### src/rtl/dmem_access_ctrl.sv
// dmem_access_ctrl: sequences M-stage loads/stores onto a req/ack data bus,
// stalls the pipeline while an access is outstanding, aligns store lanes,
// extracts/extends load data and flags misaligned accesses.
// Ports:
//   clk, rst                 clock, synchronous active-high reset
//   MemReadM, MemWriteM      M-stage load / store request
//   ALUResultM               byte address
//   WriteDataM               store data, LSB-justified
//   funct3M                  [1:0] size B/H/W, [2] unsigned load
//   ReadDataM                aligned, extended load data (valid in DONE)
//   StallMem                 freeze F/D/E/M while access outstanding
//   mem_req/we/addr/wdata/wstrb, mem_ack/rdata   data-memory bus
//   mem_err                  one-cycle pulse on misaligned access / timeout
// Optional feature: define DMEM_TIMEOUT_EN to abort a REQ that waits
// TIMEOUT cycles without mem_ack.
module dmem_access_ctrl #(
    parameter int ADDR_W  = 32,
    parameter int DATA_W  = 32,
    parameter int TIMEOUT = 255
) (
    input  logic              clk,
    input  logic              rst,
    input  logic              MemReadM,
    input  logic              MemWriteM,
    input  logic [ADDR_W-1:0] ALUResultM,
    input  logic [31:0]       WriteDataM,
    input  logic [2:0]        funct3M,
    output logic [31:0]       ReadDataM,
    output logic              StallMem,
    output logic              mem_req,
    output logic              mem_we,
    output logic [ADDR_W-1:0] mem_addr,
    output logic [31:0]       mem_wdata,
    output logic [3:0]        mem_wstrb,
    input  logic              mem_ack,
    input  logic [31:0]       mem_rdata,
    output logic              mem_err
);

    typedef enum logic [1:0] {
        S_IDLE = 2'd0,
        S_REQ  = 2'd1,
        S_DONE = 2'd2
    } state_t;

    state_t state;
    state_t state_n;

    logic [ADDR_W-1:0] addr_q;
    logic              we_q;
    logic [31:0]       wdata_q;
    logic [3:0]        wstrb_q;
    logic [2:0]        f3_q;
    logic [31:0]       rdata_q;
    logic              err_q;

    logic        access;
    logic        misaligned;
    logic [1:0]  off;
    logic [3:0]  wstrb_n;
    logic [31:0] wdata_n;
    logic [31:0] rshift;
    logic [31:0] load_ext;
    logic        ack_ok;
    logic        timeout_hit;
    logic        start;

    // Both parameters only document the fixed bus shape in the default build.
    logic unused_params;
    assign unused_params = ^{TIMEOUT[0], DATA_W[0]};

    assign access = MemReadM | MemWriteM;
    assign off    = ALUResultM[1:0];
    assign ack_ok = (state == S_REQ) & mem_ack;
    assign start  = (state == S_IDLE) & access;

    // Request decode: alignment, byte strobes and lane-shifted store data.
    always_comb begin
        misaligned = 1'b0;
        wstrb_n    = 4'b0000;
        unique case (funct3M[1:0])
            2'b00: begin
                misaligned = 1'b0;
                wstrb_n    = 4'b0001 << off;
            end
            2'b01: begin
                misaligned = off[0];
                wstrb_n    = 4'b0011 << off;
            end
            2'b10: begin
                misaligned = |off;
                wstrb_n    = 4'b1111;
            end
            default: begin
                misaligned = 1'b1;
                wstrb_n    = 4'b0000;
            end
        endcase
    end

    assign wdata_n = WriteDataM << {off, 3'b000};

    // Load extraction uses the latched address/funct3, not the live inputs.
    assign rshift = mem_rdata >> {addr_q[1:0], 3'b000};

    always_comb begin
        load_ext = rshift;
        unique case (f3_q[1:0])
            2'b00:   load_ext = {{24{~f3_q[2] & rshift[7]}}, rshift[7:0]};
            2'b01:   load_ext = {{16{~f3_q[2] & rshift[15]}}, rshift[15:0]};
            default: load_ext = rshift;
        endcase
    end

`ifdef DMEM_TIMEOUT_EN
    localparam logic [7:0] TO_LIM = 8'(TIMEOUT - 1);

    logic [7:0] wait_cnt;

    // Counter holds the number of REQ cycles already spent without ack.
    always_ff @(posedge clk) begin
        if (rst) begin
            wait_cnt <= 8'd0;
        end else if (start) begin
            wait_cnt <= 8'd0;
        end else if ((state == S_REQ) && !mem_ack) begin
            wait_cnt <= wait_cnt + 8'd1;
        end
    end

    assign timeout_hit = (state == S_REQ) & ~mem_ack & (wait_cnt == TO_LIM);
`else
    assign timeout_hit = 1'b0;
`endif

    // State register.
    always_ff @(posedge clk) begin
        if (rst) begin
            state <= S_IDLE;
        end else begin
            state <= state_n;
        end
    end

    // Next-state logic.
    always_comb begin
        state_n = state;
        unique case (state)
            S_IDLE: begin
                if (access) begin
                    state_n = misaligned ? S_DONE : S_REQ;
                end
            end
            S_REQ: begin
                if (mem_ack || timeout_hit) begin
                    state_n = S_DONE;
                end
            end
            S_DONE: begin
                state_n = S_IDLE;
            end
            default: begin
                state_n = S_IDLE;
            end
        endcase
    end

    // Output logic; bus controls are only live in REQ.
    always_comb begin
        mem_req   = (state == S_REQ);
        mem_we    = (state == S_REQ) & we_q;
        mem_wstrb = (state == S_REQ) ? wstrb_q : 4'b0000;
        mem_addr  = {addr_q[ADDR_W-1:2], 2'b00};
        mem_wdata = wdata_q;
        StallMem  = start | (state == S_REQ);
        ReadDataM = (state == S_DONE) ? rdata_q : 32'd0;
        mem_err   = (state == S_DONE) & err_q;
    end

    // Access registers: latched at the start of an access, load data
    // captured on ack. Error paths leave the read data at zero.
    always_ff @(posedge clk) begin
        if (rst) begin
            addr_q  <= '0;
            we_q    <= 1'b0;
            wdata_q <= 32'd0;
            wstrb_q <= 4'b0000;
            f3_q    <= 3'b000;
            rdata_q <= 32'd0;
            err_q   <= 1'b0;
        end else begin
            if (start) begin
                addr_q  <= ALUResultM;
                we_q    <= MemWriteM & ~misaligned;
                wdata_q <= MemWriteM ? wdata_n : 32'd0;
                wstrb_q <= MemWriteM ? wstrb_n : 4'b0000;
                f3_q    <= funct3M;
                rdata_q <= 32'd0;
                err_q   <= misaligned;
            end
            if (ack_ok) begin
                rdata_q <= load_ext;
                err_q   <= 1'b0;
            end
            if (timeout_hit) begin
                rdata_q <= 32'd0;
                err_q   <= 1'b1;
            end
        end
    end

endmodule

### config.mk
export PLATFORM = sky130hd
export DESIGN_NAME = dmem_access_ctrl
export DESIGN_NICKNAME = d
export VERILOG_FILES = /design/src/rtl/dmem_access_ctrl.sv
export SDC_FILE = /design/constraint.sdc
export NUM_CORES = 1
export LEC_CHECK = 0
export CAP_MARGIN = 20
export CELL_PAD_IN_SITES_DETAIL_PLACEMENT = 1
export CELL_PAD_IN_SITES_GLOBAL_PLACEMENT = 2
export CORE_ASPECT_RATIO = 0.75
export CORE_UTILIZATION = 25
export DETAILED_ROUTE_END_ITERATION = 16
export PLACE_DENSITY_LB_ADDON = 0.25
export SLEW_MARGIN = 20
export SYNTH_ARGS = -nofsm -noshare
export SYNTH_HDL_FRONTEND = slang
export SYNTH_SLANG_ARGS = --single-unit
### constraint.sdc
create_clock -name clk -period 2.8 [get_ports clk]
set_clock_uncertainty 0.1 [all_clocks]
set_input_delay 0.84 -clock clk [delete_from_list [all_inputs] [get_ports clk]]
set_output_delay 0.84 -clock clk [all_outputs]
set_load 0.05 [all_outputs]
==> impl_results.md <==
* Initial antenna violation count at 0
* Filler cells at around 2300
* Final Max Tran Viols at 0
* Detailed Route WL at around 18 mm
* Worst relative slew slack at 46.92%
* CTS buffer count at 9
* Share of layout cells above drive strength 1 at between 10% and 20%
* I/O pins at approximately 210
* Antenna Nets Post-Route at 0
* CP bufs+invs at 2
* Worst Path Class, Setup: in -> out
* Number of global-route vias before repair at 5055
* Max Root-Sink Buffers at 2
* Post-Place Setup Slack at -199.3 ps
* Synth cell types at 43
* Max Cap Viol at 0
* Top post-synthesis cells by count: dfxtp_1, nand2_1, a21oi_1, nor2_1, a22oi_1
* Pwr Total at 4.107 mW
* Post-synthesis area per instance at about 9 um2
* Slowest CP cell: or3_4
* CORE AREA at slightly above 20000 um2
* Setup violations, final at 0
* Required @ worst endpoint at between 1500 and 2000 ps
* Outcome: finished clean
* Vertical die dimension at between 100 and 150 um
* Fmax at ~370 MHz
* Most common cell in the netlist: dfxtp_1
* CTS Hold Bufs at 0
* Port Buffer Count at 205
* Yosys top cell area share at between 40% and 50%
* Crit-path cells: dlygate4sd2_1 -> nor2_1 -> or3_4 -> nand2_4 -> buf_12
* Row cnt at 45
* Global-route wire length before repair at around 29 mm
* Hold depth at 2
* Register area share after synthesis at between 40% and 50%
* Antenna cell count at 0
* H-tree depth at 3
* Startpoint types: input port
* Drt first pass iters at 4
* WHS at between 300 and 400 ps
* CP arrival at between 1500 and 2000 ps
* Area growth from synthesis to layout at 54.06%
* HPWL after DPL at between 10 and 15 mm
* Final Util at around two fifths
* Die area at between 20000 and 25000 um2
* Largest net degree at the start of global routing at 73
* Max VDD drop at 0.0002943 V
* HP Class: reg -> reg
* CTS Root Cell: clkbuf_16
* Post-Syn Area at 5325 um2
* Yosys warns at 0
* Max incr delay on CP at roughly 400 ps
* Slew @ Worst Pin at ~800 ps
* CTS clk-pin slew, worst paths at 80 ps
* Post-layout nets at 846
* Number of enable flip-flop cells after synthesis at 0
* Die X at about 170 um
* CP Depth at 5
* Critical path's top delay family: simple AND/OR/NAND/NOR gates
* Grt total ovfl at 0
* Non-Filler Instances at 1029
* Clock Sinks at roughly 110
* Starting Density at 25.91%
* Global placement routability congestion at between 0.7 and 0.8
* DR iter-0 viols at 240
* Minimum clock period at 2674 ps
* CTS tree: done
* Placed cells at between 1000 and 1500
* FF-to-FF path depth at 5
* Cell count after synthesis at ~580
* Worst-Skew Late Latency at 350 ps
* Drt via density at between 4 and 5
* Synth Flop Type: dfxtp_1
* Critical Path Sink Type: output port
* RSZ-0062 raised after global routing: no
* Final Hold Fails at 0
* Final worst slack at around 130 ps
* Via Count at a little under 5000
* CP max FO at 2
* Leading area contributor after synthesis: dfxtp_1
* Post-DR wirelength/cell at roughly 17 um
* Synth area leaders: dfxtp_1, mux4_2, a22oi_1
* LEAKAGE at slightly above 3 nW
* Post-route clock period utilization at between 90% and 100%
* Seq cells post-synth at 107
* Asr flop ratio synth at 0%
* All-Layer GR Usage at between 10% and 20%
* Pwr/cell area at 500.5 nW/um2
* Detailed-route DRC error count at 0
## worst register-to-register path, delay by kind of cell (launching register included)
family	cells	cell delay (ps)
flip-flops	1	490
AO/OA/AOI/OAI	1	260
buffers and inverters	2	840
AND/OR/NAND/NOR	2	290
## kinds of logic (layout without fill, tap and decap cells)
kind of cell | Yosys count | after routing | share of synthesized area, %
other | 1 | 2 | 0.07042
xor gates and xnor gates | 1 | 1 | 0.1645
and+or+nand+nor | 195 | 195 | 17.88
AOI/OAI and AO/OA | 143 | 143 | 18.89
buffers and inverters | 85 | 250 | 9.398
muxes | 49 | 49 | 13.37
DFF | 107 | 107 | 40.23
## cell usage in the layout, fill, tap and decap left out, drive strengths merged, types with 4 or more instances in the layout
master         count
a21oi             49
a221o             16
a22oi             41
and2              38
buf               67
clkbuf             9
clkdlybuf4s50    162
dfxtp            107
inv                6
mux2              17
mux2i             16
mux4              16
nand2             78
nand3b             8
nor2              47
nor2b              4
nor3               6
o21ai             13
o2bb2ai           16
## state kept, by name (all words and copies together), names as in the netlist
register / count
addr_q: 32
f3_q: 3
wstrb_q: 4
state: 2
rdata_q: 32
err_q: 1
mem_wdata: 32
we_q: 1
## cell type report
type                       instances  area (um2)  share of cell area (%)
multi-input combinational        390        2710                   33.03
clock inverter                     7       60.06                  0.7320
timing repair buffer             231        2703                   32.94
clock buffer                       9       225.2                   2.745
sequential                       107        2142                   26.11
tap                              282       352.8                   4.301
inverter                           3       11.26                  0.1373
## metal layers
metal	track usage [%]	routed length, um	vias up
met3	5.260	1306	13
li1	-	-	2342
met1	21.72	8105	2327
met2	26.87	8260	144
met4	4.240	203	0
met5	0	0	-
## where the power goes
| group | leakage, nW | total (mW) | switching (mW) | internal (mW) |
|---|---|---|---|---|
| clock network | 0.136 | 1.25 | 0.632 | 0.621 |
| logic | 2.01 | 1.18 | 0.685 | 0.497 |
| registers | 0.874 | 1.67 | 0.0585 | 1.61 |
| total | 3.02 | 4.11 | 1.38 | 2.73 |
## final timing paths
path / start / end / slack, ps
setup / recovery: MemWriteM / StallMem / 130
hold / removal: wstrb_q[2]$_SDFFE_PP0P_ / wstrb_q[2]$_SDFFE_PP0P_ / 360
setup reg to reg: state[1]$_SDFFE_PP0P_ / mem_wdata[27]$_SDFFE_PP0P_ / 750
hold reg to reg: wstrb_q[2]$_SDFFE_PP0P_ / wstrb_q[2]$_SDFFE_PP0P_ / 360
## through the flow
| step | setup TNS, ps | instance area [um2] |
|---|---|---|
| 2_1_floorplan | 0 | 5333 |
| 3_3_place_gp | -417.1 | 7908 |
| 3_5_place_dp | -1430 | 7908 |
| 4_1_cts | 0 | 8199 |
| 5_1_grt | 0 | 8204 |
| 6_report | 0 | 8204 |
## repair_timing
action                     in CTS  in global routing
gates resized for setup         4                  0
setup endpoints to repair       1                  0
setup buffers                   0                  0
No activity file was read; power rests on OpenSTA's default activity.
